## config.mk

```make
export PLATFORM = sky130hd
export DESIGN_NAME = alu_decode_stage
export DESIGN_NICKNAME = d
export VERILOG_FILES = /design/src/rtl/alu_decode_stage_pkg.sv /design/src/rtl/alu_decoder.sv /design/src/rtl/alu_decode_stage.sv
export SDC_FILE = /design/constraint.sdc
export NUM_CORES = 1
export LEC_CHECK = 0
export ABC_AREA = 1
export CAP_MARGIN = 20
export CORE_MARGIN = 2
export CORE_UTILIZATION = 45
export DETAILED_ROUTE_END_ITERATION = 16
export DONT_BUFFER_PORTS = 1
export GPL_ROUTABILITY_DRIVEN = 0
export GPL_TIMING_DRIVEN = 0
export PLACE_DENSITY = 0.59
export REMOVE_ABC_BUFFERS = 1
export SLEW_MARGIN = 0
export SYNTH_ARGS = -nofsm -noshare
export SYNTH_HDL_FRONTEND = slang
export SYNTH_SLANG_ARGS = --single-unit
export TNS_END_PERCENT = 100
```

## constraint.sdc

```tcl
create_clock -name clk -period 4.6 [get_ports clk]
set_input_delay 1.38 -clock clk [delete_from_list [all_inputs] [get_ports clk]]
set_output_delay 1.38 -clock clk [all_outputs]
set_load 0.005 [all_outputs]
```

## src/rtl/alu_decode_stage_pkg.sv

```systemverilog
// Shared cpu definitions for the decode/execute boundary: ALU functions,
// RV32I opcode/funct constants and the decoded execute payload.
package alu_decode_stage_pkg;

    typedef enum logic [1:0] {
        ALU_ADD = 2'd0,
        ALU_SUB = 2'd1,
        ALU_AND = 2'd2,
        ALU_OR  = 2'd3
    } alu_function_t;

    localparam logic [6:0] OPC_OP     = 7'b0110011;
    localparam logic [6:0] OPC_OP_IMM = 7'b0010011;
    localparam logic [6:0] OPC_LOAD   = 7'b0000011;
    localparam logic [6:0] OPC_STORE  = 7'b0100011;
    localparam logic [6:0] OPC_BRANCH = 7'b1100011;
    localparam logic [6:0] OPC_LUI    = 7'b0110111;
    localparam logic [6:0] OPC_AUIPC  = 7'b0010111;
    localparam logic [6:0] OPC_JAL    = 7'b1101111;
    localparam logic [6:0] OPC_JALR   = 7'b1100111;

    localparam logic [2:0] F3_ADD_SUB = 3'b000;
    localparam logic [2:0] F3_AND     = 3'b111;
    localparam logic [2:0] F3_OR      = 3'b110;
    localparam logic [2:0] F3_BEQ     = 3'b000;
    localparam logic [2:0] F3_BNE     = 3'b001;

    localparam logic [6:0] F7_BASE = 7'b0000000;
    localparam logic [6:0] F7_ALT  = 7'b0100000;

    typedef struct packed {
        alu_function_t alu_control;
        logic [31:0]   a;
        logic [31:0]   b;
        logic [31:0]   rs2_data;
        logic [4:0]    rd;
        logic          reg_write;
        logic          illegal;
        logic [31:0]   pc;
    } decoded_ex_t;

    function automatic logic [31:0] sext12(input logic [11:0] imm);
        return {{20{imm[11]}}, imm};
    endfunction

endpackage

```

## src/rtl/alu_decoder.sv

```systemverilog
// Combinational RV32I decode into ALU control plus selected operands.
// Encodings the ADD/SUB/AND/OR ALU cannot execute are flagged illegal.
module alu_decoder
    import alu_decode_stage_pkg::*;
(
    input  logic [31:0] instr,
    input  logic [31:0] pc,
    input  logic [31:0] rs1_data,
    input  logic [31:0] rs2_data,
    output decoded_ex_t dec
);

    logic [6:0]  opcode;
    logic [4:0]  rd;
    logic [2:0]  f3;
    logic [6:0]  f7;
    logic [31:0] imm_i;
    logic [31:0] imm_s;
    logic [31:0] imm_u;
    logic        legal;
    logic        writes_rd;

    assign opcode = instr[6:0];
    assign rd     = instr[11:7];
    assign f3     = instr[14:12];
    assign f7     = instr[31:25];
    assign imm_i  = sext12(instr[31:20]);
    assign imm_s  = sext12({instr[31:25], instr[11:7]});
    assign imm_u  = {instr[31:12], 12'b0};

    always_comb begin
        dec             = '0;
        dec.alu_control = ALU_ADD;
        dec.rd          = rd;
        dec.rs2_data    = rs2_data;
        dec.pc          = pc;
        legal           = 1'b1;
        writes_rd       = 1'b0;
        unique case (opcode)
            OPC_OP: begin
                dec.a     = rs1_data;
                dec.b     = rs2_data;
                writes_rd = 1'b1;
                // SUB is the only alternate-funct7 form the ALU supports
                if (f3 == F3_ADD_SUB && f7 == F7_ALT) begin
                    dec.alu_control = ALU_SUB;
                end else if (f7 != F7_BASE) begin
                    legal = 1'b0;
                end else begin
                    case (f3)
                        F3_ADD_SUB: dec.alu_control = ALU_ADD;
                        F3_AND:     dec.alu_control = ALU_AND;
                        F3_OR:      dec.alu_control = ALU_OR;
                        default:    legal = 1'b0;
                    endcase
                end
            end
            OPC_OP_IMM: begin
                dec.a     = rs1_data;
                dec.b     = imm_i;
                writes_rd = 1'b1;
                case (f3)
                    F3_ADD_SUB: dec.alu_control = ALU_ADD;
                    F3_AND:     dec.alu_control = ALU_AND;
                    F3_OR:      dec.alu_control = ALU_OR;
                    default:    legal = 1'b0;
                endcase
            end
            OPC_LOAD: begin
                dec.a     = rs1_data;
                dec.b     = imm_i;
                writes_rd = 1'b1;
            end
            OPC_STORE: begin
                dec.a = rs1_data;
                dec.b = imm_s;
            end
            OPC_BRANCH: begin
                dec.a           = rs1_data;
                dec.b           = rs2_data;
                dec.alu_control = ALU_SUB;
                legal           = (f3 == F3_BEQ) || (f3 == F3_BNE);
            end
            OPC_LUI: begin
                dec.b     = imm_u;
                writes_rd = 1'b1;
            end
            OPC_AUIPC: begin
                dec.a     = pc;
                dec.b     = imm_u;
                writes_rd = 1'b1;
            end
            OPC_JAL, OPC_JALR: begin
                dec.a     = pc;
                dec.b     = 32'd4;
                writes_rd = 1'b1;
            end
            default: legal = 1'b0;
        endcase

        if (!legal) begin
            dec.alu_control = ALU_ADD;
            dec.a           = '0;
            dec.b           = '0;
        end
        dec.illegal   = !legal;
        dec.reg_write = writes_rd && legal && (rd != 5'd0);
    end

endmodule

```

## src/rtl/alu_decode_stage.sv

```systemverilog
// ID/EX boundary stage: decodes an instruction and registers the ALU payload
// behind a two-entry (main + skid) buffer so in_ready is a flop.
module alu_decode_stage
    import alu_decode_stage_pkg::*;
#(
    parameter int XLEN = 32
) (
    input  logic            clk,
    input  logic            reset_n,
    input  logic            flush,
    input  logic            in_valid,
    output logic            in_ready,
    input  logic [31:0]     in_instr,
    input  logic [XLEN-1:0] in_pc,
    input  logic [XLEN-1:0] in_rs1_data,
    input  logic [XLEN-1:0] in_rs2_data,
    output logic            out_valid,
    input  logic            out_ready,
    output alu_function_t   out_alu_control,
    output logic [XLEN-1:0] out_a,
    output logic [XLEN-1:0] out_b,
    output logic [XLEN-1:0] out_rs2_data,
    output logic [4:0]      out_rd,
    output logic            out_reg_write,
    output logic            out_illegal,
    output logic [XLEN-1:0] out_pc
);

    // Handshake: a word moves across a port on a rising edge where that
    // port's valid and ready are both high; a held out_valid never drops and
    // its payload never changes until out_ready accepts it.

    decoded_ex_t dec;
    decoded_ex_t main_q;
    decoded_ex_t skid_q;
    logic        main_valid;
    logic        skid_valid;
    logic        in_ready_q;
    logic        in_xfer;
    logic        main_free;

    alu_decoder u_decoder (
        .instr    (in_instr),
        .pc       (in_pc),
        .rs1_data (in_rs1_data),
        .rs2_data (in_rs2_data),
        .dec      (dec)
    );

    assign in_xfer   = in_valid && in_ready_q;
    assign main_free = !main_valid || out_ready;

    always_ff @(posedge clk or negedge reset_n) begin
        if (!reset_n) begin
            main_q     <= '0;
            skid_q     <= '0;
            main_valid <= 1'b0;
            skid_valid <= 1'b0;
            in_ready_q <= 1'b0;
        end else if (flush) begin
            main_valid <= 1'b0;
            skid_valid <= 1'b0;
            in_ready_q <= 1'b1;
        end else if (main_free) begin
            // in_ready_q is low whenever skid holds data, so the two
            // refill sources never compete
            if (skid_valid) begin
                main_q     <= skid_q;
                main_valid <= 1'b1;
                skid_valid <= 1'b0;
            end else if (in_xfer) begin
                main_q     <= dec;
                main_valid <= 1'b1;
            end else begin
                main_valid <= 1'b0;
            end
            in_ready_q <= 1'b1;
        end else if (in_xfer) begin
            skid_q     <= dec;
            skid_valid <= 1'b1;
            in_ready_q <= 1'b0;
        end else begin
            in_ready_q <= !skid_valid;
        end
    end

    assign in_ready        = in_ready_q;
    assign out_valid       = main_valid;
    assign out_alu_control = main_q.alu_control;
    assign out_a           = main_q.a;
    assign out_b           = main_q.b;
    assign out_rs2_data    = main_q.rs2_data;
    assign out_rd          = main_q.rd;
    assign out_reg_write   = main_q.reg_write;
    assign out_illegal     = main_q.illegal;
    assign out_pc          = main_q.pc;

endmodule

```

# After elaboration in Yosys (flattened, before gate mapping)
# Cells that the tools add are included.
# totals
in_bits	133
regBits	277
# op_classes
eq_ne	13
reduce_logical	26
bitwise_logic	2
muxes	24
# op_table
cell	count
$mux W137	2
$pmux W32 S5	1
$mux W66	1
$pmux W32 S2	1
$eq A7 B6 Y1 const B	4
$eq A7 B7 Y1 const B	3
$eq A7 B5 Y1 const B	2
$mux W1	14
$reduce_or A2 Y1	4
$eq A7 B2 Y1 const B	1
$reduce_bool A7 Y1	1
$reduce_or A7 Y1	1
$eq A3 B3 Y1 const B	2
$pmux W2 S3	1
$reduce_and A3 Y1	2
$reduce_or A3 Y1	2
$reduce_or A6 Y1	1
$reduce_bool A5 Y1	1
$reduce_or A5 Y1	1
$logic_and A1 B1 Y1	4
$mux W2	2
$pmux W1 S4	1
$pmux W2 S2	1
$reduce_bool A2 Y1	2
6 further kinds	10

# Depth between registers and ports, before layout
# depth
ltp_word	10
depth_mapped	14

# Cells and area by module
# A second synthesis with hierarchy kept.
# hier_totals
cells_unflattened	2062
hier_area_um2	14747.9
# modules_own_cells
module	cells_each	area_each_um2	instances	seq_area_each_um2
alu_decode_stage	1646	12629.6	1	6931.6
alu_decoder	416	2118.3	1	0.0

# Worst setup path before layout
# No wires, ideal clock.
# synth_path
kind	in2reg
from	in in_instr[1]
to	reg main_q (netlist bit out_a[16])
path_stages	13
path_slack_ns	2.026
arrival_time_ns	2.458
n_path_buf	3
setup_ns	0.116
path_cell_list	nand2_1 > nor2_2 > buf_4 > nand3_1 > nand2_1 > nor2_1 > nand3_2 > buf_6 > buf_6 > nand2_2 > nand2_1 > nand2_1 > nand2_1
# synth_via
elab_chain_cells	6
# synth_rtl
item	line_no	rtl
start, declared	alu_decode_stage.sv:13	input logic [31:0] in_instr,
$eq A7 B6 Y1 (tied with other cells)	alu_decoder.sv:39	unique case (opcode)
$reduce_or A6 Y1 (no source line) (tied with other cells)	n/a	
$pmux W1 S4 or $pmux W32 S2 (tied branches)	alu_decoder.sv:39	
$mux W66 (*)	alu_decoder.sv:101	if (!legal) begin
$mux W137 (*)	alu_decode_stage.sv:71	end else if (in_xfer) begin
$mux W137 (*)	alu_decode_stage.sv:67	if (skid_valid) begin
end signal, assigned	alu_decode_stage.sv:68	main_q <= skid_q;
end, declared	alu_decode_stage.sv:34	decoded_ex_t main_q;
# Every way passes the cells marked *; elsewhere a longest branch is shown, timed or not. The select of a mux whose other input is x is not followed.
# A chain may end at the register's enable or synchronous reset.

# Final worst setup path
# layout_path
from	in in_instr[3]
to	reg main_q (netlist bit out_b[19])
# layout_via
elab_chain_cells	6
# layout_rtl
item	line_no
$eq A7 B6 Y1 (tied with other cells)	alu_decoder.sv:39
$reduce_or A6 Y1 (no source line) or $reduce_or A2 Y1 (tied branches)	n/a
$pmux W1 S4 or $pmux W32 S5 (tied branches)	alu_decoder.sv:39
$mux W66 (*)	alu_decoder.sv:101
$mux W137 (*)	alu_decode_stage.sv:71
$mux W137 (*)	alu_decode_stage.sv:67
# Marks and branches as above.

==> run summary <==
Stage delay of the slowest cell on the critical path: 0.65 ns
Cell with the largest stage delay on the worst path: sky130_fd_sc_hd__nand2_1
Hold slack: 0.479 ns
Largest vdd supply drop: 288 uV
Maximum number of pins on one net before global-route repair: 278
Final standard cell area without fillers: 0.0143 mm^2
Library cell used as clock root buffer: sky130_fd_sc_hd__clkbuf_16
Required arrival time at the worst endpoint: 5.10 ns
Pins over their slew limit: 0
Number of cell rows: 62
Layout Skew: 0.0117 ns
Number of antenna-violating nets in the routed design: 0
Relative contribution of sequential cells to total power: 0.515
CP Launch Type: input port
Post-Route Setup TNS: 0 ns
Number of max-capacitance violations reported: 0
Number of antenna violations at the first check in global routing: 1
Area share of the largest cell type after synthesis: 0.528
Metal3 WL: 2860 um
Category of the critical setup timing path: in2reg
Die Ht: 175 um
Total of warnings raised by yosys: 0
Wire length of the first global-routing pass: 54500 um
TritonCTS Buffers: 31
Global router's overall resource usage: 0.217
Iteration count of the initial detailed-routing pass: 5
Final cell utilization of the core: 0.497
Dominant cell type by count on the critical path: sky130_fd_sc_hd__nand2_1
Proportion of total power due to net switching: 0.258
Ordered cell list for the critical path: inv_1 > nand2_1 > nor2_4 > buf_12 > nand3_1 > nand2_2 > nand2_1 > nand3_1 > nand2_1 > nand2_1 > nand2_1 > nand2_1
Share of async-settable or async-resettable flops after synthesis: 1.00
Critical path fanouts, max: 30
Outcome: finished clean
Clock share of power: 0.401
Pre-CTS worst setup slack: 0.593 ns
Die Outline Area: 0.0305 mm^2
Routed via count: 10.7k
Post-synth cell types: 22
Highest metal layer with signal wires: met5
Post-DR wirelength/cell: 15.9 um
Met1 layer wirelength in the final routing: 14900 um
Total wirelength of the detailed-routed design: 33300 um
HPWL Detailed: 20300 um
Worst min-delay path class: reg2reg
CTS tree: yes
Maximum buffer depth of the clock tree: 3
Drt initial violations: 895
Average instance area after synthesis: 7.44 um^2
Count leader, synth: sky130_fd_sc_hd__nand2_1
Number of top-level pins: 272
Area of the core: 0.0287 mm^2
Kind of capture point of the worst setup path: flip-flop
Largest delay contributor family on the critical path: simple AND/OR/NAND/NOR gates
Layout cells sized above 1: 0.0439
Power per Cell Area: 402 mW/mm^2
Post-DR vias/cell: 5.12
Unrepaired setup endpoints after global routing: no
Number of storage elements in the synthesis netlist: 277
Starting utilization of the core area: 0.457
Leakage dissipation: 0.00791 uW
Width of the die: 175 um
Number of hold violations in the final report: 0
Clock-pin slew on the worst setup and hold paths: 0.06 ns
Leading post-synthesis cells by cell area: sky130_fd_sc_hd__dfrtp_1 (53%), sky130_fd_sc_hd__nand2_1 (21%), sky130_fd_sc_hd__o21ai_0 (9.4%)
Achievable Freq: 0.295 GHz
Switching power: 1480 uW
Proportion of power drawn by combinational gates: 0.083
Final worst-path cycle share: 0.737
Insertion delay of the later-clocked pin in the worst-skew pair: 0.56 ns
Port Buf Inserts: 0
Crit path setup slack, layout: 1.21 ns
Critical path data arrival time: 3.89 ns
Maximum level of the CTS H-tree: 1
Synth-to-Final Area Change: 8.78%
Internal power consumption: 4260 uW
Worst slew margin relative to its limit: 0.314
Area after DPL: 0.0134 mm^2
Ranking of synthesized cells by instance count: sky130_fd_sc_hd__nand2_1 (746), sky130_fd_sc_hd__dfrtp_1 (277), sky130_fd_sc_hd__o21ai_0 (247), sky130_fd_sc_hd__nor2_1 (144), sky130_fd_sc_hd__inv_1 (88)
Number of sinks handled by clock tree synthesis: 277
Residual DRC: 0
Number of inserted diodes: 0
Count of endpoints failing setup in the final report: 0
Portion of the post-synthesis area used by sequential elements: 0.528
Met2 wirelength from detailed routing: 14700 um
Number of cells produced by synthesis: 1763
Number of global-route vias before repair: 10.1k
Final min period: 3.39 ns
Netlist Area Pre-Place: 0.0131 mm^2
Total congestion overflow after global routing: 0
Bufs and invs on worst path: 2
Count of flip-flops with a built-in enable after synthesis: 0
Most area-hungry cell type in the Yosys netlist: sky130_fd_sc_hd__dfrtp_1
Main flop type after synthesis: sky130_fd_sc_hd__dfrtp_1
Nets@finish: 1824
CTS hold repair buffers: 0
Setup fix buffers added after clock tree synthesis: 0
Slew at the pin closest to its max-slew limit: 1.03 ns
Count of cells resized by post-cts repair: 0
## flip-flops by register name, indices dropped and copies added, names as in the netlist
signal           cells
in_ready             1
out_a               32
out_alu_control      2
out_b               32
out_illegal          1
out_pc              32
out_rd               5
out_reg_write        1
out_rs2_data        32
out_valid            1
skid_q             137
skid_valid           1
## area by class of cell
cell class	count	area [um^2]
multi-input combinational	1280	5370
inverter	93	364
tap	384	480
fill	2817	14400
clock buffer	49	903
clock inverter	2	17.5
sequential	277	6930
timing repair buffer	8	205
## cells by family (layout without fill, tap and decap cells)
group	after synthesis	in the layout	share of synthesized area
DFF	277	277	0.528
buffers and inverters	206	152	0.0645
AOI/OAI and AO/OA	289	289	0.111
and+or+nand+nor	991	991	0.296
## worst min-delay path: stages (launching register included)
cell and delay [ns]:
sky130_fd_sc_hd__dfrtp_1 0.34, sky130_fd_sc_hd__nand2_1 0.05, sky130_fd_sc_hd__o21ai_0 0.06
## power by group through the flow
| stage | Sequential, uW | Clock [uW] | Combinational (uW) |
|---|---|---|---|
| floorplan | 2940 | 0 | 418 |
| global placement | 3000 | 0 | 538 |
| detailed placement | 3000 | 0 | 486 |
| CTS | 2960 | 2360 | 487 |
| global route | 2990 | 2460 | 579 |
| finish | 2960 | 2300 | 478 |
## placed cells by master, fill, tap and decap left out, drive strengths merged
cell type,instances
clkinv,1
nand3,73
o21ai,287
buf,8
clkbuf,49
a21oi,1
inv,94
a21o,1
nor2,150
dfrtp,277
nand2,758
nand4,7
nor3,3
## per-layer routing
metal | track usage | vias to the layer above
li1 | - | 5391
met1 | 0.298 | 5001
met2 | 0.334 | 268
met3 | 0.0701 | 61
met4 | 0.0559 | 2
met5 | 0 | -
## final timing paths
| kind | start | end | slack, ns | cells past startpoint |
|---|---|---|---|---|
| max | in_instr[3] | out_b[19] | 1.21 | 12 |
| min | skid_q[34] | skid_q[34] | 0.48 | 2 |
| max reg2reg | skid_valid | out_illegal | 1.91 | 9 |
| min reg2reg | skid_q[34] | skid_q[34] | 0.48 | 2 |
| max in group asynchronous | reset_n | skid_q[87] | 3.53 | 0 |
| min in group asynchronous | reset_n | out_a[28] | 0.51 | 0 |
## per-stage QoR
| step | power [uW] | instances |
|---|---|---|
| floorplan | 3360 | 1650 |
| global placement | 3540 | 2034 |
| detailed placement | 3480 | 2042 |
| CTS | 5810 | 2093 |
| global route | 6030 | 2093 |
| finish | 5740 | 2093 |
(Power assumes the default switching activity.)
